`config.mk`:
```
export PLATFORM = sky130hd
export DESIGN_NAME = mpr121_i2c_line_conditioner
export DESIGN_NICKNAME = d
export VERILOG_FILES = /design/src/rtl/mpr121_i2c_pkg.sv /design/src/rtl/i2c_glitch_filter.sv /design/src/rtl/mpr121_i2c_line_conditioner.sv
export SDC_FILE = /design/constraint.sdc
export NUM_CORES = 1
export LEC_CHECK = 0
export BUFFER_PORTS_ARGS = -buffer_cell sky130_fd_sc_hd__buf_2
export CAP_MARGIN = 20
export CORE_ASPECT_RATIO = 0.9
export CORE_MARGIN = 5
export CORE_UTILIZATION = 50
export CTS_CLUSTER_SIZE = 28
export DETAILED_ROUTE_END_ITERATION = 7
export PLACE_DENSITY = 0.69
export SYNTH_ARGS = -nofsm -noshare
export SYNTH_HDL_FRONTEND = slang
export SYNTH_SLANG_ARGS = --single-unit
```
`constraint.sdc`:
```
create_clock -name i_CLK -period 4 [get_ports i_CLK]
set_clock_uncertainty 0.1 [all_clocks]
set_input_delay 0.2 -clock i_CLK [delete_from_list [all_inputs] [get_ports i_CLK]]
set_output_delay 0.2 -clock i_CLK [all_outputs]
set_load 0.1 [all_outputs]
```
`src/rtl/mpr121_i2c_pkg.sv`:
```
// Shared defaults for the MPR121 I2C line conditioner and the release-settle latency helper.
package mpr121_i2c_pkg;

  localparam int DEF_SYNC_STAGES    = 2;
  localparam int DEF_FILTER_CYCLES  = 4;
  localparam int DEF_TIMEOUT_CYCLES = 65535;

  // Cycles from a released drive enable until the pad level it allows is visible after filtering.
  function automatic int calc_lat(input int sync_stages, input int filter_cycles);
    return sync_stages + filter_cycles + 1;
  endfunction

endpackage

```
`src/rtl/i2c_glitch_filter.sv`:
```
// Synchronizes one raw I2C pad line and filters it; level/rise/fall are registered.
// The level changes SYNC_STAGES + FILTER_CYCLES edges after a stable pad change.
module i2c_glitch_filter
  import mpr121_i2c_pkg::*;
#(
  parameter int SYNC_STAGES   = DEF_SYNC_STAGES,
  parameter int FILTER_CYCLES = DEF_FILTER_CYCLES
) (
  input  logic clk,
  input  logic rst,
  input  logic pad,
  output logic level,
  output logic rise,
  output logic fall,
  output logic toggle_nxt
);

  localparam int CW = $clog2(FILTER_CYCLES + 1);
  localparam logic [CW-1:0] CNT_LAST = CW'(FILTER_CYCLES - 1);

  logic [SYNC_STAGES-1:0] sync_q;
  logic [CW-1:0]          cnt_q;
  logic                   sample;
  logic                   differ;

  assign sample = sync_q[SYNC_STAGES-1];
  assign differ = (sample != level);
  // Exposed so the parent can register condition pulses coincident with this filter's edge.
  assign toggle_nxt = differ && (cnt_q == CNT_LAST);

  always_ff @(posedge clk) begin
    if (rst) begin
      sync_q <= '1;
      cnt_q  <= '0;
      level  <= 1'b1;
      rise   <= 1'b0;
      fall   <= 1'b0;
    end else begin
      sync_q <= {sync_q[SYNC_STAGES-2:0], pad};
      if (!differ || toggle_nxt)
        cnt_q <= '0;
      else
        cnt_q <= cnt_q + 1'b1;
      level <= level ^ toggle_nxt;
      rise  <= toggle_nxt && !level;
      fall  <= toggle_nxt && level;
    end
  end

endmodule

```
`src/rtl/mpr121_i2c_line_conditioner.sv`:
```
// Conditions MPR121 SCL/SDA pads: filtered levels, edges, START/STOP, busy, stretch, arbitration, stuck bus.
// All outputs are registered; condition pulses coincide with the filtered edge, BUSY/STRETCH follow one edge later.
module mpr121_i2c_line_conditioner
  import mpr121_i2c_pkg::*;
#(
  parameter int SYNC_STAGES    = DEF_SYNC_STAGES,
  parameter int FILTER_CYCLES  = DEF_FILTER_CYCLES,
  parameter int TIMEOUT_CYCLES = DEF_TIMEOUT_CYCLES
) (
  input  logic i_CLK,
  input  logic i_RST,
  input  logic i_SCL_PAD,
  input  logic i_SDA_PAD,
  input  logic i_SCL_OE,
  input  logic i_SDA_OE,
  output logic o_SCL,
  output logic o_SDA,
  output logic o_SCL_RISE,
  output logic o_SCL_FALL,
  output logic o_START,
  output logic o_STOP,
  output logic o_BUSY,
  output logic o_SCL_STRETCH,
  output logic o_ARB_LOST,
  output logic o_BUS_STUCK
);

  localparam int LAT = calc_lat(SYNC_STAGES, FILTER_CYCLES);
  localparam int RW  = $clog2(LAT + 1);
  localparam int TW  = $clog2(TIMEOUT_CYCLES + 1);
  localparam logic [RW-1:0] REL_MAX = RW'(LAT);
  localparam logic [TW-1:0] TO_MAX  = TW'(TIMEOUT_CYCLES);

  logic scl_tog, sda_tog;
  logic sda_rise, sda_fall;
  logic scl_nxt, sda_nxt;

  i2c_glitch_filter #(.SYNC_STAGES(SYNC_STAGES), .FILTER_CYCLES(FILTER_CYCLES)) u_scl_filter (
    .clk        (i_CLK),
    .rst        (i_RST),
    .pad        (i_SCL_PAD),
    .level      (o_SCL),
    .rise       (o_SCL_RISE),
    .fall       (o_SCL_FALL),
    .toggle_nxt (scl_tog)
  );

  i2c_glitch_filter #(.SYNC_STAGES(SYNC_STAGES), .FILTER_CYCLES(FILTER_CYCLES)) u_sda_filter (
    .clk        (i_CLK),
    .rst        (i_RST),
    .pad        (i_SDA_PAD),
    .level      (o_SDA),
    .rise       (sda_rise),
    .fall       (sda_fall),
    .toggle_nxt (sda_tog)
  );

  assign scl_nxt = o_SCL ^ scl_tog;
  assign sda_nxt = o_SDA ^ sda_tog;

  logic [RW-1:0] scl_rel_q, sda_rel_q, scl_rel_nxt, sda_rel_nxt;
  logic [TW-1:0] low_cnt_q, low_cnt_nxt;

  always_comb begin
    scl_rel_nxt = scl_rel_q;
    sda_rel_nxt = sda_rel_q;
    low_cnt_nxt = low_cnt_q;
    if (i_SCL_OE)
      scl_rel_nxt = '0;
    else if (scl_rel_q != REL_MAX)
      scl_rel_nxt = scl_rel_q + 1'b1;
    if (i_SDA_OE)
      sda_rel_nxt = '0;
    else if (sda_rel_q != REL_MAX)
      sda_rel_nxt = sda_rel_q + 1'b1;
    // SCL coming back high clears the timeout in the same edge it becomes visible.
    if (scl_nxt)
      low_cnt_nxt = '0;
    else if (!o_SCL && (low_cnt_q != TO_MAX))
      low_cnt_nxt = low_cnt_q + 1'b1;
  end

  always_ff @(posedge i_CLK) begin
    if (i_RST) begin
      scl_rel_q     <= '0;
      sda_rel_q     <= '0;
      low_cnt_q     <= '0;
      o_START       <= 1'b0;
      o_STOP        <= 1'b0;
      o_BUSY        <= 1'b0;
      o_SCL_STRETCH <= 1'b0;
      o_ARB_LOST    <= 1'b0;
      o_BUS_STUCK   <= 1'b0;
    end else begin
      scl_rel_q   <= scl_rel_nxt;
      sda_rel_q   <= sda_rel_nxt;
      low_cnt_q   <= low_cnt_nxt;
      // A simultaneous SCL edge makes the SDA edge ambiguous, so no condition is reported.
      o_START     <= sda_tog && o_SDA && o_SCL && !scl_tog;
      o_STOP      <= sda_tog && !o_SDA && o_SCL && !scl_tog;
      if (o_START)
        o_BUSY <= 1'b1;
      else if (o_STOP)
        o_BUSY <= 1'b0;
      o_SCL_STRETCH <= (scl_rel_q == REL_MAX) && !o_SCL;
      o_ARB_LOST    <= scl_tog && !o_SCL && !i_SDA_OE && (sda_rel_nxt == REL_MAX) && !sda_nxt;
      o_BUS_STUCK   <= (low_cnt_nxt == TO_MAX);
    end
  end

endmodule

```
Word level (Yosys, flattened, before mapping)

Index checks and enable logic that the tools add are counted.

Bits in registers: 42
Logic and storage cells: 68
Output and inout bits: 10
Input port bits: 6

Add/subtract/negate cells: 5
Bitwise gates (word level): 2
Multiplexer cells: 6
Equal/unequal tests: 10
Reduce and logical (&&, ||, !) cells: 28

Operators by type and width:

| operator                                             | count |
|---|---|
| two-way mux 16 bit                                   | 2 |
| adder 16 x 1 -> 16 bit (second input constant)       | 1 |
| equality test 16 bit (second input constant)         | 1 |
| != test 16 bit (second input constant)               | 1 |
| logical AND 1 bit                                    | 15 |
| adder 3 x 1 -> 3 bit (second input constant)         | 4 |
| zero test 1 bit                                      | 7 |
| equality test 3 x 2 -> 1 bit (second input constant) | 2 |
| equality test 3 bit (second input constant)          | 2 |
| two-way mux 3 bit                                    | 2 |
| != test 3 bit (second input constant)                | 2 |
| OR reduction 2 bit                                   | 3 |
| logical OR 1 bit                                     | 2 |
| two-way mux 1 bit                                    | 2 |
| != test 1 bit                                        | 2 |
| nonzero test 2 bit                                   | 1 |
| XOR 1 bit                                            | 2 |

Longest topological paths before layout

Depth after elaboration: 6
Depth in mapped cells: 8
Gate-level depth less buffers: 8

Cells and area by module

Synthesis repeated with hierarchy kept, for this count alone.

Cells, all modules: 208
Area, all modules: 2028.2 um^2

Modules (own cells, without submodules):

| module                      | area each (um^2) | seq. area each (um^2) | times used | cells an instance |
|---|---|---|---|---|
| mpr121_i2c_line_conditioner | 1457.6           | 560.5                 | 1          | 164 |
| i2c_glitch_filter           | 285.3            | 160.2                 | 2          | 22 |

Worst setup path before layout

No wires, ideal clock.

Kind: register to register
From: reg u_scl_filter.level
To: reg o_BUS_STUCK
Data required time: 3812 ps
Path slack: 1499 ps
Clock period less this slack: 2501 ps
Arrival: 2313 ps
Stages on the path, launching flop included: 8
Buffers on the path: 1
Setup time: 88 ps
Path through: dfxtp_1 buf_4 and4b_1 nand4_1 mux2i_1 nor4_2 nand4_1 nor4_2

Cells in the longest elaborated chain, start to end: 5
Elaborated cells on any way between the ends: 8
Those cells by class: 2 x eq/ne; 2 x mux; 1 x bitwise; 3 x reduce/logical

RTL lines:

| element                                          | line                                                                 | text |
|---|---|---|
| start: declaration                               | i2c_glitch_filter.sv:12                                              | `output logic level,` |
| start signal: assignment                         | i2c_glitch_filter.sv:44                                              | `level <= level ^ toggle_nxt;` |
| != test 1 bit or zero test 1 bit (tied branches) | i2c_glitch_filter.sv:27, mpr121_i2c_line_conditioner.sv:79           |  |
| logical AND 1 bit (on tied branches)             | i2c_glitch_filter.sv:29, mpr121_i2c_line_conditioner.sv:79           |  |
| XOR 1 bit or two-way mux 16 bit (tied branches)  | mpr121_i2c_line_conditioner.sv:58, mpr121_i2c_line_conditioner.sv:79 |  |
| two-way mux 16 bit (*)                           | mpr121_i2c_line_conditioner.sv:77                                    | `if (scl_nxt)` |
| equality test 16 bit (*)                         | mpr121_i2c_line_conditioner.sv:107                                   | `o_BUS_STUCK <= (low_cnt_nxt == TO_MAX);` |
| end signal: assignment                           | mpr121_i2c_line_conditioner.sv:107                                   |  |
| end: declaration                                 | mpr121_i2c_line_conditioner.sv:25                                    | `output logic o_BUS_STUCK` |

Every way passes the cells marked *; elsewhere a longest branch is shown, timed or not.
A chain may end at the register's enable or synchronous reset.

Worst setup path after layout

From: reg low_cnt_q[0]
To: reg o_BUS_STUCK

Cells in the longest elaborated chain, start to end: 5
Elaborated cells on any way between the ends: 6
Those cells by class: 1 x add/sub; 2 x eq/ne; 2 x mux; 1 x reduce/logical

RTL lines:

| element                                                        | line                               | text |
|---|---|---|
| start: declaration                                             | mpr121_i2c_line_conditioner.sv:62  | `logic [TW-1:0] low_cnt_q, low_cnt_nxt;` |
| start signal: assignment                                       | mpr121_i2c_line_conditioner.sv:97  | `low_cnt_q <= low_cnt_nxt;` |
| branches (longest 2 deep; another with adder 16 x 1 -> 16 bit) | n/a                                |  |
| two-way mux 16 bit (*)                                         | mpr121_i2c_line_conditioner.sv:79  | `else if (!o_SCL && (low_cnt_q != TO_MAX))` |
| two-way mux 16 bit (*)                                         | mpr121_i2c_line_conditioner.sv:77  |  |
| equality test 16 bit (*)                                       | mpr121_i2c_line_conditioner.sv:107 |  |

Every way passes the cells marked *.

==> results_dict.tcl <==
set metrics [dict create \
    synthMuxAreaShare_pct 2.193 \
    drv_cap 0 \
    root_buffer "clkbuf_8" \
    core_mm2 0.003679 \
    ios 16 \
    rsz0062_at_grt "no" \
    maxSlewViolCount 0 \
    drt-pass1-iter-count 4 \
    synthAdderAreaFrac_pct 5.316 \
    nNetsFinal 227 \
    critPathMaxFanout 8 \
    ir_drop_mv 0.2264 \
    overflow 0 \
    setup_viol 0 \
    clk_latency_ns 0.29 \
    fin_ws_ns 1.640 \
    status "complete, no violations" \
    layout-drive-gt1-share_pct 18.69 \
    mappedNetlistNets 209 \
    dieArea_mm2 0.005095 \
    portBuffers 15 \
    row_count 21 \
    syn_area_mm2 0.001883 \
    routed_via_density 5.700 \
    tightest_slew_ns 0.5718 \
    synth-edff-count 0 \
    relSlewSlack_pct 61.88 \
    ant_nets 0 \
    min_path_type "in2reg" \
    antenna_cells 0 \
    dp_cells 249 \
    cp-end-kind "flop" \
    place.gp.congestion 0.8463 \
    routedWlPerCell_um 14.12 \
    syn_inst 195 \
    first_global_vias 1417 \
    initial_utilization_pct 51.19 \
    max_freq_mhz 423.7 \
    antenna_found_initial 0 \
    grt_pass1_wl_mm 6.161 \
    period_minus_slack_ns 2.360 \
    async_flop_share_pct 0 \
    startpoint_type "flop" \
    power.leakage_nw 0.7439 \
    worst-setup-path-type "reg2reg" \
    vias 1482 \
    cts_hold_buffers 3 \
    required_ns 4.10 \
    die_x_um 74.69 \
    die_h_um 68.22 \
    synth_cell_type_count 49 \
    place_ws_ns 1.679 \
    cts_num_sinks 42 \
    clkTransAtPathRegs_ns 0.08 \
    synth_top_family_by_area "simple AND/OR/NAND/NOR gates" \
    powerDensity_mw_per_mm2 340.9 \
    final_cell_area_mm2 0.002079 \
    report.final.hold_viol_count 0 \
    ys_ff_latch 42 \
    grtUsageTotal_pct 15.98 \
    drt_iter0_drc 119 \
    post_cts_resized 0 \
    clockBufferDepth 2 \
    synth-simple-area-share_pct 29.17 \
    fin_crit_sh_pct 59.01 \
    synth_warnings 0 \
    final-instance-count-excl-fill 260 \
    postSynthAreaPerCell_um2 9.657 \
    routed_wl_mm 3.670 \
    tritoncts "done" \
    worstPathArrival_ns 2.46 \
    yosys.area_share.xor_xnor_pct 5.116 \
    tns_ns 0 \
    drc_errors 0 \
    place_hpwl_mm 2.682 \
    synth_compound_area_share_pct 9.369 \
    placed_area_mm2 0.001963 \
    grt_max_degree 23 \
    syn_to_final_growth_pct 10.43 \
    numCtsBuffers 5 \
    postCtsSetupRepairBufs 0 \
    yosysSeqAreaShare_pct 44.65 \
    synth_flop_cell "dfxtp_1" \
    h-tree-depth 2 \
]
## worst paths after layout
path	from	cells past startpoint	endpoint	slack [ns]
worst max-delay path	low_cnt_q[0]	7	o_BUS_STUCK	1.64
worst min register to register	u_sda_filter.cnt_q[0]	1	u_sda_filter.cnt_q[0]	0.32
worst min-delay path	i_SDA_OE	2	sda_rel_q[0]	0.01
worst max register to register	low_cnt_q[0]	7	o_BUS_STUCK	1.64
## state kept, by name (all words and copies together), names as in the netlist
signal and flops:
low_cnt_q 16, o_ARB_LOST 1, o_BUSY 1, o_BUS_STUCK 1, o_SCL_STRETCH 1, o_START 1, o_STOP 1, scl_rel_q 3
sda_rel_q 3, u_scl_filter.cnt_q 3, u_scl_filter.fall 1, u_scl_filter.level 1, u_scl_filter.rise 1, u_scl_filter.sync_q 2, u_sda_filter.cnt_q 3, u_sda_filter.level 1
u_sda_filter.sync_q 2
## Yosys cell counts (3+ instances only)
master | count | share of area (%)
nand2_1 | 13 | 2.6
or2_2 | 4 | 1.3
nor3_1 | 10 | 2.7
nor2_1 | 23 | 4.6
a31oi_1 | 4 | 1.3
or3_1 | 3 | 1.0
a21oi_1 | 4 | 1.1
o21ai_0 | 5 | 1.3
mux2i_1 | 3 | 1.6
nand3_1 | 5 | 1.3
buf_6 | 3 | 1.8
inv_1 | 7 | 1.4
xor2_1 | 6 | 2.8
nor4_2 | 3 | 2.0
dfxtp_1 | 42 | 45
nor3b_1 | 4 | 1.6
xnor2_1 | 5 | 2.3
nand4_1 | 5 | 1.7
ha_1 | 8 | 5.3
## stage by stage
step	hold WS (ns)	utilization (%)	total power [W]
2_1_floorplan	0.1774	-	0.0004449
5_1_grt	0.01202	56.53	0.0007350
4_1_cts	0.006834	56.53	0.0007152
3_3_place_gp	0.2846	53.37	0.0004493
6_report	0.01444	56.53	0.0007089
3_5_place_dp	0.2866	53.37	0.0004511
## critical path, cell delays in order, from the launching register on
cell      delay [ns]
dfxtp_1         0.44
ha_1            0.29
and4b_1         0.47
a41oi_1         0.17
a31o_1          0.23
a211oi_2        0.19
nand4_1         0.12
nor4_2          0.28
## layer usage
layer,GRT usage (%),vias to the layer above,part of all wire (%)
met5,0,-,0
met4,6.667,0,1.7
met3,3.671,8,4.5
met2,28.29,30,50
met1,18.48,709,44
li1,-,735,-
## layout by cell type (no fill, tap or decap), types with 2 or more instances in the layout
| cell | count |
|---|---|
| and4b_1 | 2 |
| dlygate4sd3_1 | 3 |
| inv_1 | 7 |
| xor2_1 | 6 |
| and3_2 | 2 |
| a21oi_1 | 4 |
| xnor2_1 | 5 |
| nand3_1 | 5 |
| clkbuf_8 | 5 |
| nor3b_1 | 4 |
| nor4_2 | 3 |
| nand2_1 | 13 |
| and3_1 | 2 |
| nand2b_1 | 2 |
| dfxtp_1 | 42 |
| o21ai_0 | 5 |
| and4_1 | 2 |
| mux2i_1 | 3 |
| nand4_1 | 5 |
| or3_1 | 3 |
| nor3_2 | 2 |
| nor2_1 | 23 |
| a31oi_1 | 4 |
| ha_1 | 8 |
| or2_2 | 4 |
| nor3_1 | 10 |
| nor4_1 | 2 |
| buf_2 | 15 |
## report_power, final
group / total, W / internal, W / switching [W]
registers: 0.000425 / 0.000422 / 0.00000277
clock network: 0.000266 / 0.000123 / 0.000142
logic: 0.0000185 / 0.00000964 / 0.00000884
total: 0.000709 / 0.000555 / 0.000154
## kinds of logic after synthesis
family                     count (synthesis)
and+or+nand+nor                           92
muxes                                      4
adders and majority gates                  8
AOI/OAI and AO/OA                         24
DFF                                       42
buffers and inverters                     14
xor gates and xnor gates                  11
## final cells by class
| type | count | area [um^2] |
|---|---|---|
| clock buffer | 6 | 72.57 |
| timing repair buffer | 18 | 105.1 |
| fill | 339 | 1599 |
| clock inverter | 2 | 13.76 |
| sequential | 42 | 840.8 |
| inverter | 7 | 26.28 |
| tap | 46 | 57.56 |
| multi-input combinational | 139 | 963.4 |
(Power assumes the default switching activity.)
